$ cat config.mk
export PLATFORM = sky130hd
export DESIGN_NAME = dmem_ctrl
export DESIGN_NICKNAME = d
export VERILOG_FILES = /design/src/rtl/dmem_ctrl.sv
export SDC_FILE = /design/constraint.sdc
export NUM_CORES = 2
export LEC_CHECK = 0
export CORE_AREA = 10 10 369 371
export DETAILED_ROUTE_END_ITERATION = 6
export DIE_AREA = 0 0 379 381
export MAX_ROUTING_LAYER = met4
export PLACE_DENSITY = 0.78
export RECOVER_POWER = 50
export SETUP_SLACK_MARGIN = 0.1
export SLEW_MARGIN = 0
export SYNTH_ARGS = -nofsm -noshare
export SYNTH_HDL_FRONTEND = slang
export SYNTH_SLANG_ARGS = --single-unit
$ cat constraint.sdc
create_clock -name clk -period 8.3 [get_ports clk]
set_input_delay 1.66 -clock clk [delete_from_list [all_inputs] [get_ports clk]]
set_output_delay 1.66 -clock clk [all_outputs]
set_load 0.01 [all_outputs]
$ cat src/rtl/dmem_ctrl.sv
// -----------------------------------------------------------------------------
// dmem_ctrl -- RV32 data memory behind a valid/ready request/response handshake.
//
// Services one load or store at a time (byte/half/word, signed or unsigned,
// little-endian) against a 2^ADDR_W byte local RAM. Illegal funct3 and
// out-of-range accesses come back as an error response with no side effect.
//
// Optional feature macro: DMEM_MISALIGN_EN
//   defined   : misaligned half/word accesses are split into two word beats
//               (IDLE -> BEAT2 -> RSP, response latency 2)
//   undefined : misaligned half/word accesses return rsp_err at latency 1
//
// Ports
//   clk        in   clock, all state changes on the rising edge
//   reset_n    in   asynchronous active-low reset (control state and outputs)
//   req_valid  in   request present
//   req_ready  out  block can accept a request (only in IDLE, low in reset)
//   req_we     in   1 = store, 0 = load
//   req_funct3 in   RISC-V funct3 (000 b, 001 h, 010 w, 100 bu, 101 hu)
//   req_addr   in   byte address
//   req_wdata  in   store data, LSB-aligned
//   rsp_valid  out  response present (RSP state)
//   rsp_ready  in   consumer accepts response
//   rsp_rdata  out  load result, extended per funct3; 0 for stores and errors
//   rsp_err    out  access rejected
// -----------------------------------------------------------------------------
module dmem_ctrl #(
  parameter int ADDR_W = 8
) (
  input  logic        clk,
  input  logic        reset_n,
  input  logic        req_valid,
  output logic        req_ready,
  input  logic        req_we,
  input  logic [2:0]  req_funct3,
  input  logic [31:0] req_addr,
  input  logic [31:0] req_wdata,
  output logic        rsp_valid,
  input  logic        rsp_ready,
  output logic [31:0] rsp_rdata,
  output logic        rsp_err
);

  localparam int IW    = ADDR_W - 2;
  localparam int DEPTH = 1 << IW;
`ifdef DMEM_MISALIGN_EN
  // Byte lanes of the two-word window a split access can touch.
  localparam int LANES = 8;
`else
  localparam int LANES = 4;
`endif

  typedef enum logic [1:0] {
    IDLE  = 2'd0,
`ifdef DMEM_MISALIGN_EN
    BEAT2 = 2'd1,
`endif
    RSP   = 2'd2
  } state_t;

  state_t state_q, state_d;

  logic                 accept;
  logic [IW-1:0]        idx;
  logic [1:0]           off;
  logic [2:0]           size_m1;
  logic                 f3_ok;
  logic                 range_ok;
  logic                 misaligned;
  logic                 acc_err;
  logic [LANES-1:0]     lane_mask;
  logic [8*LANES-1:0]   lane_data;

  logic                 wr_en;
  logic [IW-1:0]        wr_idx;
  logic [3:0]           wr_be;
  logic [31:0]          wr_data;
  logic [IW-1:0]        rd_idx;
  logic [1:0]           rd_off;
  logic [2:0]           rd_f3;
  logic [31:0]          rd_word;
  logic [8*LANES-1:0]   rd_cat;
  logic [31:0]          load_val;

  logic [31:0]          mem [DEPTH];

`ifdef DMEM_MISALIGN_EN
  logic                 we_q;
  logic [2:0]           f3_q;
  logic [1:0]           off_q;
  logic [IW-1:0]        hi_idx_q;
  logic [3:0]           hi_be_q;
  logic [31:0]          hi_data_q;
  logic [31:0]          lo_q;
`endif

  assign req_ready = reset_n && (state_q == IDLE);
  assign rsp_valid = (state_q == RSP);
  assign accept    = req_valid && req_ready;

  function automatic logic [31:0] extend(input logic [2:0] f3, input logic [31:0] raw);
    case (f3)
      3'b000:  return {{24{raw[7]}}, raw[7:0]};
      3'b001:  return {{16{raw[15]}}, raw[15:0]};
      3'b100:  return {24'h0, raw[7:0]};
      3'b101:  return {16'h0, raw[15:0]};
      default: return raw;
    endcase
  endfunction

  // Request decode: legality, range, alignment and byte-lane placement.
  always_comb begin
    // NOTE: every combinational output is assigned a default before any
    // conditional update; a path that leaves a variable unassigned infers a latch.
    idx     = req_addr[ADDR_W-1:2];
    off     = req_addr[1:0];
    case (req_funct3[1:0])
      2'b00:   size_m1 = 3'd0;
      2'b01:   size_m1 = 3'd1;
      default: size_m1 = 3'd3;
    endcase

    if (req_we) f3_ok = (req_funct3 == 3'b000) || (req_funct3 == 3'b001) || (req_funct3 == 3'b010);
    else        f3_ok = !((req_funct3 == 3'b011) || (req_funct3 == 3'b110) || (req_funct3 == 3'b111));

    // Crossing the top can only happen from the last word of the array.
    range_ok   = (req_addr[31:ADDR_W] == '0) && !((&idx) && (({1'b0, off} + size_m1) > 3'd3));
    misaligned = ((req_funct3[1:0] == 2'b01) && off[0]) ||
                 ((req_funct3[1:0] == 2'b10) && (off != 2'b00));
`ifdef DMEM_MISALIGN_EN
    acc_err    = !f3_ok || !range_ok;
`else
    acc_err    = !f3_ok || !range_ok || misaligned;
`endif

    lane_mask = '0;
    lane_mask[0] = 1'b1;
    if (size_m1 != 3'd0) lane_mask[1] = 1'b1;
    if (size_m1 == 3'd3) lane_mask[3:2] = 2'b11;
    lane_mask = lane_mask << off;

    lane_data = '0;
    lane_data[31:0] = req_wdata;
    lane_data = lane_data << {off, 3'b000};
  end

  // Single memory port: the acceptance cycle owns it, except in BEAT2.
  always_comb begin
    wr_en   = accept && req_we && !acc_err;
    wr_idx  = idx;
    wr_be   = lane_mask[3:0];
    wr_data = lane_data[31:0];
    rd_idx  = idx;
    rd_off  = off;
    rd_f3   = req_funct3;
`ifdef DMEM_MISALIGN_EN
    if (state_q == BEAT2) begin
      wr_en   = we_q;
      wr_idx  = hi_idx_q;
      wr_be   = hi_be_q;
      wr_data = hi_data_q;
      rd_idx  = hi_idx_q;
      rd_off  = off_q;
      rd_f3   = f3_q;
    end
`endif
  end

  assign rd_word = mem[rd_idx];
`ifdef DMEM_MISALIGN_EN
  assign rd_cat = (state_q == BEAT2) ? {rd_word, lo_q} : {32'h0, rd_word};
`else
  assign rd_cat = rd_word;
`endif
  assign load_val = extend(rd_f3, 32'(rd_cat >> {rd_off, 3'b000}));

  // NOTE: the RAM has no reset; its contents are undefined at power-up and
  // clearing it would force a flop array instead of a RAM macro.
  always_ff @(posedge clk) begin
    if (wr_en) begin
      for (int b = 0; b < 4; b++) begin
        if (wr_be[b]) mem[wr_idx][8*b +: 8] <= wr_data[8*b +: 8];
      end
    end
  end

  always_ff @(posedge clk or negedge reset_n) begin
    // NOTE: clocked state uses non-blocking assignments so every register
    // samples pre-edge values regardless of process evaluation order.
    if (!reset_n) state_q <= IDLE;
    else          state_q <= state_d;
  end

  always_comb begin
    state_d = state_q;
    case (state_q)
      IDLE: begin
        if (accept) begin
`ifdef DMEM_MISALIGN_EN
          state_d = (!acc_err && misaligned) ? BEAT2 : RSP;
`else
          state_d = RSP;
`endif
        end
      end
`ifdef DMEM_MISALIGN_EN
      BEAT2:   state_d = RSP;
`endif
      RSP:     if (rsp_ready) state_d = IDLE;
      default: state_d = IDLE;
    endcase
  end

  // Response registers hold their value through RSP until the handshake.
  always_ff @(posedge clk or negedge reset_n) begin
    if (!reset_n) begin
      rsp_rdata <= '0;
      rsp_err   <= 1'b0;
    end else if (accept) begin
      rsp_err   <= acc_err;
      rsp_rdata <= (acc_err || req_we) ? '0 : load_val;
    end
`ifdef DMEM_MISALIGN_EN
    else if (state_q == BEAT2) begin
      rsp_rdata <= we_q ? '0 : load_val;
    end
`endif
  end

`ifdef DMEM_MISALIGN_EN
  // Second-beat context captured at acceptance; lo_q keeps the first word.
  always_ff @(posedge clk or negedge reset_n) begin
    if (!reset_n) begin
      we_q      <= 1'b0;
      f3_q      <= 3'b000;
      off_q     <= 2'b00;
      hi_idx_q  <= '0;
      hi_be_q   <= 4'h0;
      hi_data_q <= '0;
      lo_q      <= '0;
    end else if (accept) begin
      we_q      <= req_we;
      f3_q      <= req_funct3;
      off_q     <= off;
      hi_idx_q  <= idx + IW'(1);
      hi_be_q   <= lane_mask[7:4];
      hi_data_q <= lane_data[63:32];
      lo_q      <= rd_word;
    end
  end
`endif

endmodule
==> results_dict.tcl <==
set metrics [dict create \
    status "complete, but fails checks" \
    violations "max-capacitance violations, max-slew violations" \
    antenna_found_initial 25 \
    required_ns 8.50 \
    clk_latency_ns 0.86 \
    portBuffers 106 \
    finalSetupViolations 0 \
    fillCellCount 8006 \
    setup_ws_ns 1.143 \
    critPathMaxFanout 64 \
    first_pass_iters 7 \
    synth_cell_types 79 \
    synth_area_sq_um 80730 \
    tightest_slew_ns 4.145 \
    leakage_uw 0.02796 \
    syn_to_final_growth_pct 11.00 \
    die_w_um 379 \
    peakVddDrop_v 0.0001895 \
    drcViolationCount 0 \
    routed_wirelength_mm 271.0 \
    worstHoldStart "rsp_rdata[14]" \
    startpoint "req_addr[1]" \
    place_ws_ns 1.753 \
    synth_enable_flop_cells 2048 \
    setup_tns_ns 0 \
    yosysWarnings 0 \
    post_cts_resized 0 \
    wl_per_cell_um 40.04 \
    critPathLaunchType "input pin" \
    netlist.area_leader.share_pct 76.18 \
    rsz0062_at_grt "false" \
    power.density_nw_per_um2 237.4 \
    gp_congestion 0.9964 \
    reg2reg_from "mem[24][31]" \
    avgViaCountPerCell 7.522 \
    synth_top_cell_by_area "edfxtp_1" \
    relSlewSlack_pct -176.3 \
    grt_use_total_pct 38.18 \
    overflow 0 \
    r2r_slack_ns 4.25 \
    ant_nets 0 \
    instances_no_fill 6768 \
    fin_crit_sh_pct 86.23 \
    grt_max_degree 94 \
    clock_sinks 2082 \
    endpoint "mem[57][20]" \
    cts.path.max_buffers 3 \
    die_area_sq_um 144400 \
    synth_seq_area_share_pct 77.23 \
    fmax_mhz 139.7 \
    maxCapViolCount 24 \
    hold_path_depth 2 \
    grt_pass1_wl_mm 374.0 \
    hpwl_mm 165.5 \
    die-height_um 381 \
    initial_core_util_pct 62.67 \
    r2r-end "rsp_rdata[31]" \
    syn_inst 4776 \
    cts_tree "done" \
    cts_buffers 192 \
    num_vias 50909 \
    dp.cells 6373 \
    ys_ff_latch 2082 \
    met1_usage_pct 47.54 \
    ys_top_cells_by_area "edfxtp_1 (76%), mux2i_1 (2.8%), mux2_2 (2.3%)" \
    core_area_sq_um 128800 \
    drv_slew 1485 \
    fin_skew_ns 0.02162 \
    gr-usage-met3_pct 17.84 \
    fp-row-count 132 \
    drtIter0Drc 9460 \
    grt_use_met2_pct 50.37 \
    drive_gt1_share_pct 13.05 \
    io_pins 107 \
    clk_pin_slew_ns 0.06 \
    syn_nets 4849 \
    cts_setup_buffers 0 \
    clockRootBuffer "clkbuf_16" \
    nNetsFinal 4965 \
    synth.avg_cell_area_sq_um 16.90 \
    cts.htree.levels 4 \
    criticalPathCategory "input pin to flop" \
    end_kind "flop" \
    cts_hold_buffers 0 \
    top_usage_layer "met2" \
    ff2ff_path_depth 9 \
    hold_viol_final 0 \
    synth_top_flop_cell "edfxtp_1" \
    async_flop_share_pct 1.633 \
    arrival_ns 7.35 \
    hold_class "flop to flop" \
    finalCriticalPeriod_ns 7.157 \
    grt_pass1_vias 48225 \
]
cell usage after synthesis, drive strengths merged, types with 39 or more instances:
master	n
nor2	392
buf	187
mux2	173
clkbuf	144
a221o	53
o221ai	39
mux2i	229
nand2	215
a221oi	164
edfxtp	2048
o21ai	126
a22o	46
o22ai	181
a21oi	169
a22oi	181
a31oi	44
where the power goes:
group	switching, uW	total (uW)	internal, uW	leakage, uW
combinational	1030	1360	328	0.00643
sequential	0.399	11600	11600	0.0187
clock	3790	8290	4500	0.00280
total	4820	21300	16500	0.0280
placed cells by master (no fill, tap or decap), drive strengths merged, types with 10 or more instances in the layout:
master         Yosys  layout
a221oi           164     164
mux2i            229     229
a21oi            169     169
a22oi            181     181
o211ai            19      19
a31oi             44      44
o2bb2ai           19      19
clkdlybuf4s50      0      63
dfrtp             34      34
nor4              30      30
o22ai            181     181
nand2b            12      12
clkinv             2      67
nor2b             18      18
nand3             25      25
nor2             392     392
o21ai            126     126
inv                7      13
a222oi            31      31
edfxtp          2048    2048
and2              13      13
o22a              10      10
a221o             53      53
a22o              46      46
clkbuf           144     289
nor3              15      15
buf              187     131
o221ai            39      39
diode              0      52
mux4              37      37
dlygate4sd3        0      35
nand2            215     215
a211oi            19      19
mux2             173     173
critical path, stage by stage:
cell and delay (ns):
clkbuf_1 0.43, clkbuf_1 2.65, nor2_2 1.10, nand2_1 0.28, o21ai_0 0.16, clkbuf_2 0.92
kinds of logic (layout without fill, tap and decap cells):
group,Yosys count,after routing,synth area share [%]
other cells,0,52,0
mux,439,439,6.298
buf+inv,340,605,2.111
compound gates,1153,1153,10.27
simple gates,761,761,4.073
fa+ha+maj,1,1,0.01550
flops,2082,2082,77.23
final cells by class:
cell class	count	area, sq um	share of cell area, %
clock buffers	265	5205	5.808
inverters	9	37.54	0.04189
well taps	1675	2096	2.339
repair buffers	253	2195	2.449
flip-flops and latches	2082	62350	69.57
multi-input cells	2354	17060	19.03
diodes	52	130.1	0.1452
clock inverters	78	545.5	0.6087
registers in the layout (all words and copies together) (netlist names):
signal     cells
mem         2048
rsp_err        1
rsp_rdata     32
state_q        1
metal layers:
metal / vias to the layer above / part of all wire [%]
li1: 19709 / -
met1: 25094 / 33
met2: 5054 / 41
met3: 1052 / 18
met4: 0 / 8.0
met5: - / 0
worst min path at each step:
stage,end,slack [ns]
global route,rsp_rdata[13],0.53
floorplan,rsp_rdata[1],0.52
global placement,rsp_rdata[14],0.49
detailed placement,rsp_rdata[14],0.50
finish,rsp_rdata[14],0.50
CTS,rsp_rdata[14],0.51
per-stage QoR:
stage	utilization (%)	power, uW	instance area (sq um)	hold slack (ns)
after floorplan	-	12500	80730	0.5241
after global placement	65.09	13080	83850	0.4923
after detailed placement	65.09	13110	83850	0.4981
after CTS	69.56	21140	89600	0.5116
after global routing	69.55	21640	89600	0.5265
final	69.56	21280	89620	0.5007
Power figures use the tool's default switching activity.
